<file path="config.mk">
export PLATFORM = sky130hd
export DESIGN_NAME = pixel_serializer
export DESIGN_NICKNAME = d
export VERILOG_FILES = /design/src/rtl/pixel_serializer_pkg.sv /design/src/rtl/pixel_serializer_pos_counter.sv /design/src/rtl/pixel_serializer.sv
export SDC_FILE = /design/constraint.sdc
export NUM_CORES = 1
export LEC_CHECK = 0
export BUFFER_PORTS_ARGS = -buffer_cell sky130_fd_sc_hd__buf_2
export CORE_ASPECT_RATIO = 1.1
export CORE_MARGIN = 2
export CORE_UTILIZATION = 45
export DETAILED_ROUTE_END_ITERATION = 10
export GPL_ROUTABILITY_DRIVEN = 0
export GPL_TIMING_DRIVEN = 0
export PLACE_DENSITY = 0.72
export SYNTH_ARGS = -nofsm -noshare
export SYNTH_HDL_FRONTEND = slang
export SYNTH_SLANG_ARGS = --single-unit
</file>
<file path="constraint.sdc">
create_clock -name clk -period 2.53 [get_ports clk]
set_input_delay 0.3795 -clock clk [delete_from_list [all_inputs] [get_ports clk]]
set_output_delay 0.3795 -clock clk [all_outputs]
set_load 0.005 [all_outputs]
</file>
<file path="src/rtl/pixel_serializer_pkg.sv">
// Shared types for the burst-to-pixel serializer and its position counter.
// Pixel width, FSM state encoding and a width helper for small parameters.
package pixel_serializer_pkg;

  localparam int PIXEL_W = 8;

  typedef logic [PIXEL_W-1:0] pixel_t;

  typedef enum logic [1:0] {
    IDLE = 2'd0,
    RUN  = 2'd1,
    DONE = 2'd2
  } ser_state_t;

  // $clog2 collapses to 0 for a single-entry range; keep every counter at least 1 bit.
  function automatic int safe_clog2(input int n);
    return (n > 1) ? $clog2(n) : 1;
  endfunction

endpackage

</file>
<file path="src/rtl/pixel_serializer_pos_counter.sv">
// Raster position counter: column/row of the current pixel, advanced per handshake.
// Zero latency on is_last (combinational from the registers); clr wins over inc.
module pixel_pos_counter
  import pixel_serializer_pkg::*;
#(
  parameter int  IN_ROWS = 20,
  parameter int  IN_COLS = 20,
  localparam int COL_W   = safe_clog2(IN_COLS),
  localparam int ROW_W   = safe_clog2(IN_ROWS)
) (
  input  logic             clk,
  input  logic             reset,
  input  logic             clr,
  input  logic             inc,
  output logic [COL_W-1:0] cnt_col,
  output logic [ROW_W-1:0] cnt_row,
  output logic             is_last
);

  logic [COL_W-1:0] r_col;
  logic [ROW_W-1:0] r_row;
  logic             w_col_end;
  logic             w_row_end;

  assign w_col_end = (r_col == COL_W'(IN_COLS - 1));
  assign w_row_end = (r_row == ROW_W'(IN_ROWS - 1));

  always_ff @(posedge clk) begin
    if (reset || clr) begin
      r_col <= '0;
      r_row <= '0;
    end else if (inc) begin
      if (w_col_end) begin
        r_col <= '0;
        r_row <= w_row_end ? '0 : r_row + 1'b1;
      end else begin
        r_col <= r_col + 1'b1;
      end
    end
  end

  assign cnt_col = r_col;
  assign cnt_row = r_row;
  assign is_last = w_col_end && w_row_end;

endmodule

</file>
<file path="src/rtl/pixel_serializer.sv">
// Splits Mono8 burst words into one tagged pixel per cycle, one frame per ap_start.
// Pixel 0 one cycle after word accept; stalls hold outputs, next word loads with no bubble.
module pixel_serializer
  import pixel_serializer_pkg::*;
#(
  parameter int  IN_ROWS          = 20,
  parameter int  IN_COLS          = 20,
  parameter int  PIXELS_PER_BURST = 4,
  localparam int COL_W            = safe_clog2(IN_COLS),
  localparam int ROW_W            = safe_clog2(IN_ROWS),
  localparam int WORD_W           = PIXELS_PER_BURST * PIXEL_W
) (
  input  logic              clk,
  input  logic              reset,
  input  logic              ap_start,
  output logic              ap_done,
  output logic              ap_ready,
  output logic              ap_idle,
  input  logic              s_axis_tvalid,
  output logic              s_axis_tready,
  input  logic [WORD_W-1:0] s_axis_tdata,
  output logic              m_axis_tvalid,
  input  logic              m_axis_tready,
  output logic [PIXEL_W-1:0] m_axis_tdata,
  output logic [COL_W-1:0]  cnt_col,
  output logic [ROW_W-1:0]  cnt_row,
  output logic              m_axis_tlast
);

  localparam int TOTAL_WORDS = (IN_ROWS * IN_COLS) / PIXELS_PER_BURST;
  localparam int WCNT_W      = $clog2(TOTAL_WORDS + 1);
  localparam int IDX_W       = safe_clog2(PIXELS_PER_BURST);

  ser_state_t r_state;
  ser_state_t w_state_nxt;

  pixel_t [PIXELS_PER_BURST-1:0] r_word;
  logic                          r_word_valid;
  logic [IDX_W-1:0]              r_pix_idx;
  logic [WCNT_W-1:0]             r_word_cnt;

  logic w_start;
  logic w_pix_hs;
  logic w_last_pix;
  logic w_word_acc;
  logic w_pos_last;
  logic w_frame_end;
  logic w_words_left;

  assign w_pix_hs     = r_word_valid && m_axis_tready;
  assign w_last_pix   = w_pix_hs && (r_pix_idx == IDX_W'(PIXELS_PER_BURST - 1));
  assign w_frame_end  = w_pix_hs && w_pos_last;
  assign w_words_left = (r_word_cnt < WCNT_W'(TOTAL_WORDS));

  // A word may enter only when the register is empty or draining its last pixel this cycle.
  assign s_axis_tready = (r_state == RUN) && w_words_left && (!r_word_valid || w_last_pix);
  assign w_word_acc    = s_axis_tvalid && s_axis_tready;

  always_ff @(posedge clk) begin
    if (reset) begin
      r_state <= IDLE;
    end else begin
      r_state <= w_state_nxt;
    end
  end

  always_comb begin
    w_state_nxt = r_state;
    w_start     = 1'b0;
    ap_idle     = 1'b0;
    ap_ready    = 1'b0;
    ap_done     = 1'b0;
    case (r_state)
      IDLE: begin
        ap_idle  = 1'b1;
        ap_ready = 1'b1;
        if (ap_start) begin
          w_start     = 1'b1;
          w_state_nxt = RUN;
        end
      end
      RUN: begin
        if (w_frame_end) begin
          w_state_nxt = DONE;
        end
      end
      DONE: begin
        ap_done     = 1'b1;
        w_state_nxt = IDLE;
      end
      default: begin
        w_state_nxt = IDLE;
      end
    endcase
  end

  always_ff @(posedge clk) begin
    if (reset) begin
      r_word       <= '0;
      r_word_valid <= 1'b0;
      r_pix_idx    <= '0;
      r_word_cnt   <= '0;
    end else if (w_start) begin
      r_word_valid <= 1'b0;
      r_pix_idx    <= '0;
      r_word_cnt   <= '0;
    end else if (w_word_acc) begin
      r_word       <= s_axis_tdata;
      r_word_valid <= 1'b1;
      r_pix_idx    <= '0;
      r_word_cnt   <= r_word_cnt + 1'b1;
    end else if (w_pix_hs) begin
      if (w_last_pix) begin
        r_pix_idx    <= '0;
        r_word_valid <= 1'b0;
      end else begin
        r_pix_idx <= r_pix_idx + 1'b1;
      end
    end
  end

  pixel_pos_counter #(
    .IN_ROWS (IN_ROWS),
    .IN_COLS (IN_COLS)
  ) u_pos (
    .clk     (clk),
    .reset   (reset),
    .clr     (w_start),
    .inc     (w_pix_hs),
    .cnt_col (cnt_col),
    .cnt_row (cnt_row),
    .is_last (w_pos_last)
  );

  assign m_axis_tvalid = r_word_valid;
  assign m_axis_tdata  = r_word[r_pix_idx];
  assign m_axis_tlast  = r_word_valid && w_pos_last;

endmodule

</file>
==> run_summary.xml <==
<?xml version="1.0" encoding="UTF-8"?>
<metrics>
  <group name="detailed_routing">
    <metric name="avgRoutedWirePerCell" unit="um">13.60</metric>
    <metric name="detailroute.via_count" unit="">2081</metric>
    <metric name="detail_route.wirelength" unit="um">5332</metric>
    <metric name="drt_drc_violations_left" unit="">0</metric>
    <metric name="drt_iter0_drc" unit="">116</metric>
    <metric name="detail_route.vias_per_cell" unit="">5.309</metric>
    <metric name="detail_route.first_pass.iterations" unit="">4</metric>
    <metric name="antenna_left" unit="">0</metric>
  </group>
  <group name="flow_run">
    <metric name="maxCapViolations" unit="">0</metric>
  </group>
  <group name="sta">
    <metric name="clock_skew" unit="ns">0.008285</metric>
    <metric name="maxSlewHeadroom" unit="">0.4641</metric>
    <metric name="final-hold-violation-count" unit="">0</metric>
    <metric name="fin_setup_tns" unit="ns">0</metric>
    <metric name="layout_min_cycle_time" unit="ns">2.396</metric>
    <metric name="max_freq" unit="GHz">0.4173</metric>
    <metric name="tightestPinTransition" unit="ns">0.8038</metric>
    <metric name="layout_worst_path_cycle_share" unit="">0.9471</metric>
    <metric name="final-setup-viol-count" unit="">0</metric>
    <metric name="grt_setup_unrepaired" unit="">no</metric>
    <metric name="final_max_slew_viol_count" unit="">0</metric>
  </group>
  <group name="power">
    <metric name="total_power" unit="mW">1.596</metric>
    <metric name="pwr_density_cell" unit="mW/mm2">571.3</metric>
    <metric name="irDropWorstVdd" unit="uV">198.7</metric>
    <metric name="power.static_leakage" unit="nW">1.072</metric>
  </group>
  <group name="worst_hold_path">
    <metric name="type_of_the_tightest_min_delay_check" unit="">primary input to register</metric>
  </group>
  <group name="die">
    <metric name="placementRows" unit="">27</metric>
    <metric name="core_area" unit="mm2">0.005000</metric>
    <metric name="fp.dieW" unit="um">72.40</metric>
    <metric name="die_area" unit="mm2">0.005737</metric>
    <metric name="floorplan.io_pins" unit="">61</metric>
    <metric name="initial_core_util" unit="">0.4632</metric>
    <metric name="chipHeight" unit="um">79.24</metric>
  </group>
  <group name="clock_network">
    <metric name="number_of_gates_resized_after_cts" unit="">0</metric>
    <metric name="root_driver" unit="">clkbuf_8</metric>
    <metric name="worstSkewPairLatency" unit="ns">0.31</metric>
    <metric name="cts.sink_count" unit="">54</metric>
    <metric name="cts_buffers" unit="">5</metric>
    <metric name="cts_max_path_buffers" unit="">2</metric>
    <metric name="level_count_of_the_clock_h_tree" unit="">2</metric>
    <metric name="post_cts_hold_buffer_count" unit="">0</metric>
    <metric name="cts_tree" unit="">done</metric>
    <metric name="clk_pin_slew_worst_paths" unit="ns">0.10</metric>
    <metric name="cts_post_setup_buffers_inserted" unit="">0</metric>
  </group>
  <group name="yosys">
    <metric name="netlist_top_cells_area" unit="">dfxtp_1 47%, nand2_1 11%, a21oi_1 8.6%</metric>
    <metric name="synth_top_flop_cell" unit="">dfxtp_1</metric>
    <metric name="ys_top_cells_by_count" unit="">69 x nand2_1, 54 x dfxtp_1, 40 x a21oi_1</metric>
    <metric name="synthesis.yosys.warnings" unit="">0</metric>
    <metric name="synth.yosys.seq_area_share" unit="">0.4668</metric>
    <metric name="netlist.top_cell.by_area" unit="">dfxtp_1</metric>
    <metric name="synthesized_instance_count" unit="">267</metric>
    <metric name="synth_enable_flop_cells" unit="">0</metric>
    <metric name="ys_ff_latch" unit="">54</metric>
    <metric name="synth_top_area_share" unit="">0.4668</metric>
    <metric name="async_reset_ff_frac" unit="">0</metric>
    <metric name="syn_nets" unit="">308</metric>
    <metric name="syn-mean-instance-area" unit="um2">8.674</metric>
    <metric name="synth_most_common_cell" unit="">nand2_1</metric>
    <metric name="synth.distinct_cells" unit="">36</metric>
    <metric name="area_of_the_mapped_netlist" unit="mm2">0.002316</metric>
  </group>
  <group name="final_layout">
    <metric name="finalInstanceArea" unit="mm2">0.002794</metric>
    <metric name="post_route_cells_drive_above_1_share" unit="">0.2335</metric>
    <metric name="area.growth.synth_to_final" unit="%">20.64</metric>
    <metric name="antenna_cells" unit="">0</metric>
    <metric name="num-nets-final" unit="">374</metric>
    <metric name="post_layout_nonfiller_instances" unit="">392</metric>
  </group>
  <group name="worst_setup_path">
    <metric name="cpMaxStageDelayCell" unit="">clkbuf_1</metric>
    <metric name="timing.critical_path.fanout_max" unit="">10</metric>
    <metric name="worst_path_largest_cell_delay" unit="ns">0.61</metric>
    <metric name="path_cells" unit="">clkbuf_1 &gt; mux4_2 &gt; buf_2</metric>
    <metric name="worst-endpoint-required" unit="ns">2.15</metric>
    <metric name="startpoint_type" unit="">register</metric>
    <metric name="timing_worst_setup_path_type" unit="">register to output port</metric>
    <metric name="worstPathArrival" unit="ns">2.02</metric>
    <metric name="critical_path.endpoint_type" unit="">output port</metric>
  </group>
  <group name="global_routing">
    <metric name="overflow" unit="">0</metric>
    <metric name="grt_pass1_vias" unit="">1989</metric>
    <metric name="pin_count_of_the_biggest_net_entering_global_routing" unit="">17</metric>
    <metric name="global_route_wire_length_before_repair" unit="um">8742</metric>
    <metric name="grt_antenna_before_repair" unit="">0</metric>
    <metric name="global_route.usage.total" unit="">0.1929</metric>
  </group>
  <group name="place">
    <metric name="dp_cell_count" unit="">384</metric>
    <metric name="numPortBuffers" unit="">59</metric>
    <metric name="postPlaceCellArea" unit="mm2">0.002684</metric>
    <metric name="dp.final_hpwl" unit="um">3819</metric>
  </group>
  <group name="outcome">
    <metric name="outcome" unit="">completed</metric>
  </group>
</metrics>
-- worst max-delay path: cells and delay by family (launching register included) --
kind	cells	cell delay, ns
buf+inv	2	0.75
mux	1	0.61
flops	1	0.34
-- where the power goes --
part	internal [mW]	switching [mW]	total [mW]
Combinational	0.0595	0.0770	0.137
Clock	0.295	0.276	0.571
Sequential	0.874	0.0143	0.888
Total	1.23	0.367	1.60
-- flip-flops by register name, indices dropped and copies added (netlist names) --
signal and count:
r_word 32, m_axis_tvalid 1, u_pos.cnt_col 5, u_pos.cnt_row 5, r_word_cnt 7, r_pix_idx 2
r_state 2
-- stage by stage --
step / hold WS, ns / utilization / setup WS (ns)
2_1_floorplan: 0.4331 / - / 0.5943
3_3_place_gp: 0.4389 / 0.5368 / 0.3465
3_5_place_dp: 0.4441 / 0.5368 / 0.3078
4_1_cts: 0.2931 / 0.5588 / 0.08860
5_1_grt: 0.2949 / 0.5588 / 0.02511
6_report: 0.2992 / 0.5588 / 0.1338
-- cells by family (layout without fill, tap and decap cells) --
group / after synthesis / count (layout) / synth area share
compound gates: 49 / 49 / 0.1194
flops: 54 / 54 / 0.4668
mux: 9 / 9 / 0.08212
buf+inv: 18 / 85 / 0.03133
simple gates: 124 / 124 / 0.2447
xor+xnor: 9 / 9 / 0.03404
fa+ha+maj: 4 / 4 / 0.02161
-- area by class of cell --
class                      count  area [um2]
inverter                       1       3.754
tap                           58       72.57
multi-input combinational    195        1162
timing repair buffer          59       295.3
sequential                    54        1081
clock buffer                   6       72.57
fill                         472        2206
clock inverter                 2       37.54
buffer                        17       68.82
-- routing by layer --
layer / wire [um] / vias up / GRT usage
li1: - / 1059 / -
met1: 2501 / 953 / 0.2390
met2: 2515 / 62 / 0.3358
met3: 234 / 7 / 0.02919
met4: 81 / 0 / 0.07222
met5: 0 / - / 0
-- path summary, 6_finish.rpt --
check,startpoint,to,slack [ns],cells after the start
worst max-delay path,r_pix_idx[0],m_axis_tdata[1],0.13,3
worst min register to register,r_word[18],r_word[18],0.46,2
worst min-delay path,s_axis_tdata[30],r_word[30],0.30,3
worst max register to register,r_word_cnt[2],r_word[7],0.31,5
-- cell usage in the layout, fill, tap and decap left out, types with 2 or more instances in the layout --
master and instances:
nor4_1 3, nor3_1 12, clkbuf_8 5, xor2_1 3, nor2_1 14, clkbuf_1 14, nand2_1 69, xnor2_1 6
a21oi_1 40, dfxtp_1 54, mux4_2 8, nor4bb_1 2, nand4_1 2, nand3_1 9, nor4b_1 2, buf_2 60
o21ai_0 3, buf_1 2, nor2b_1 3, ha_1 4
No activity file was read; power rests on OpenSTA's default activity.
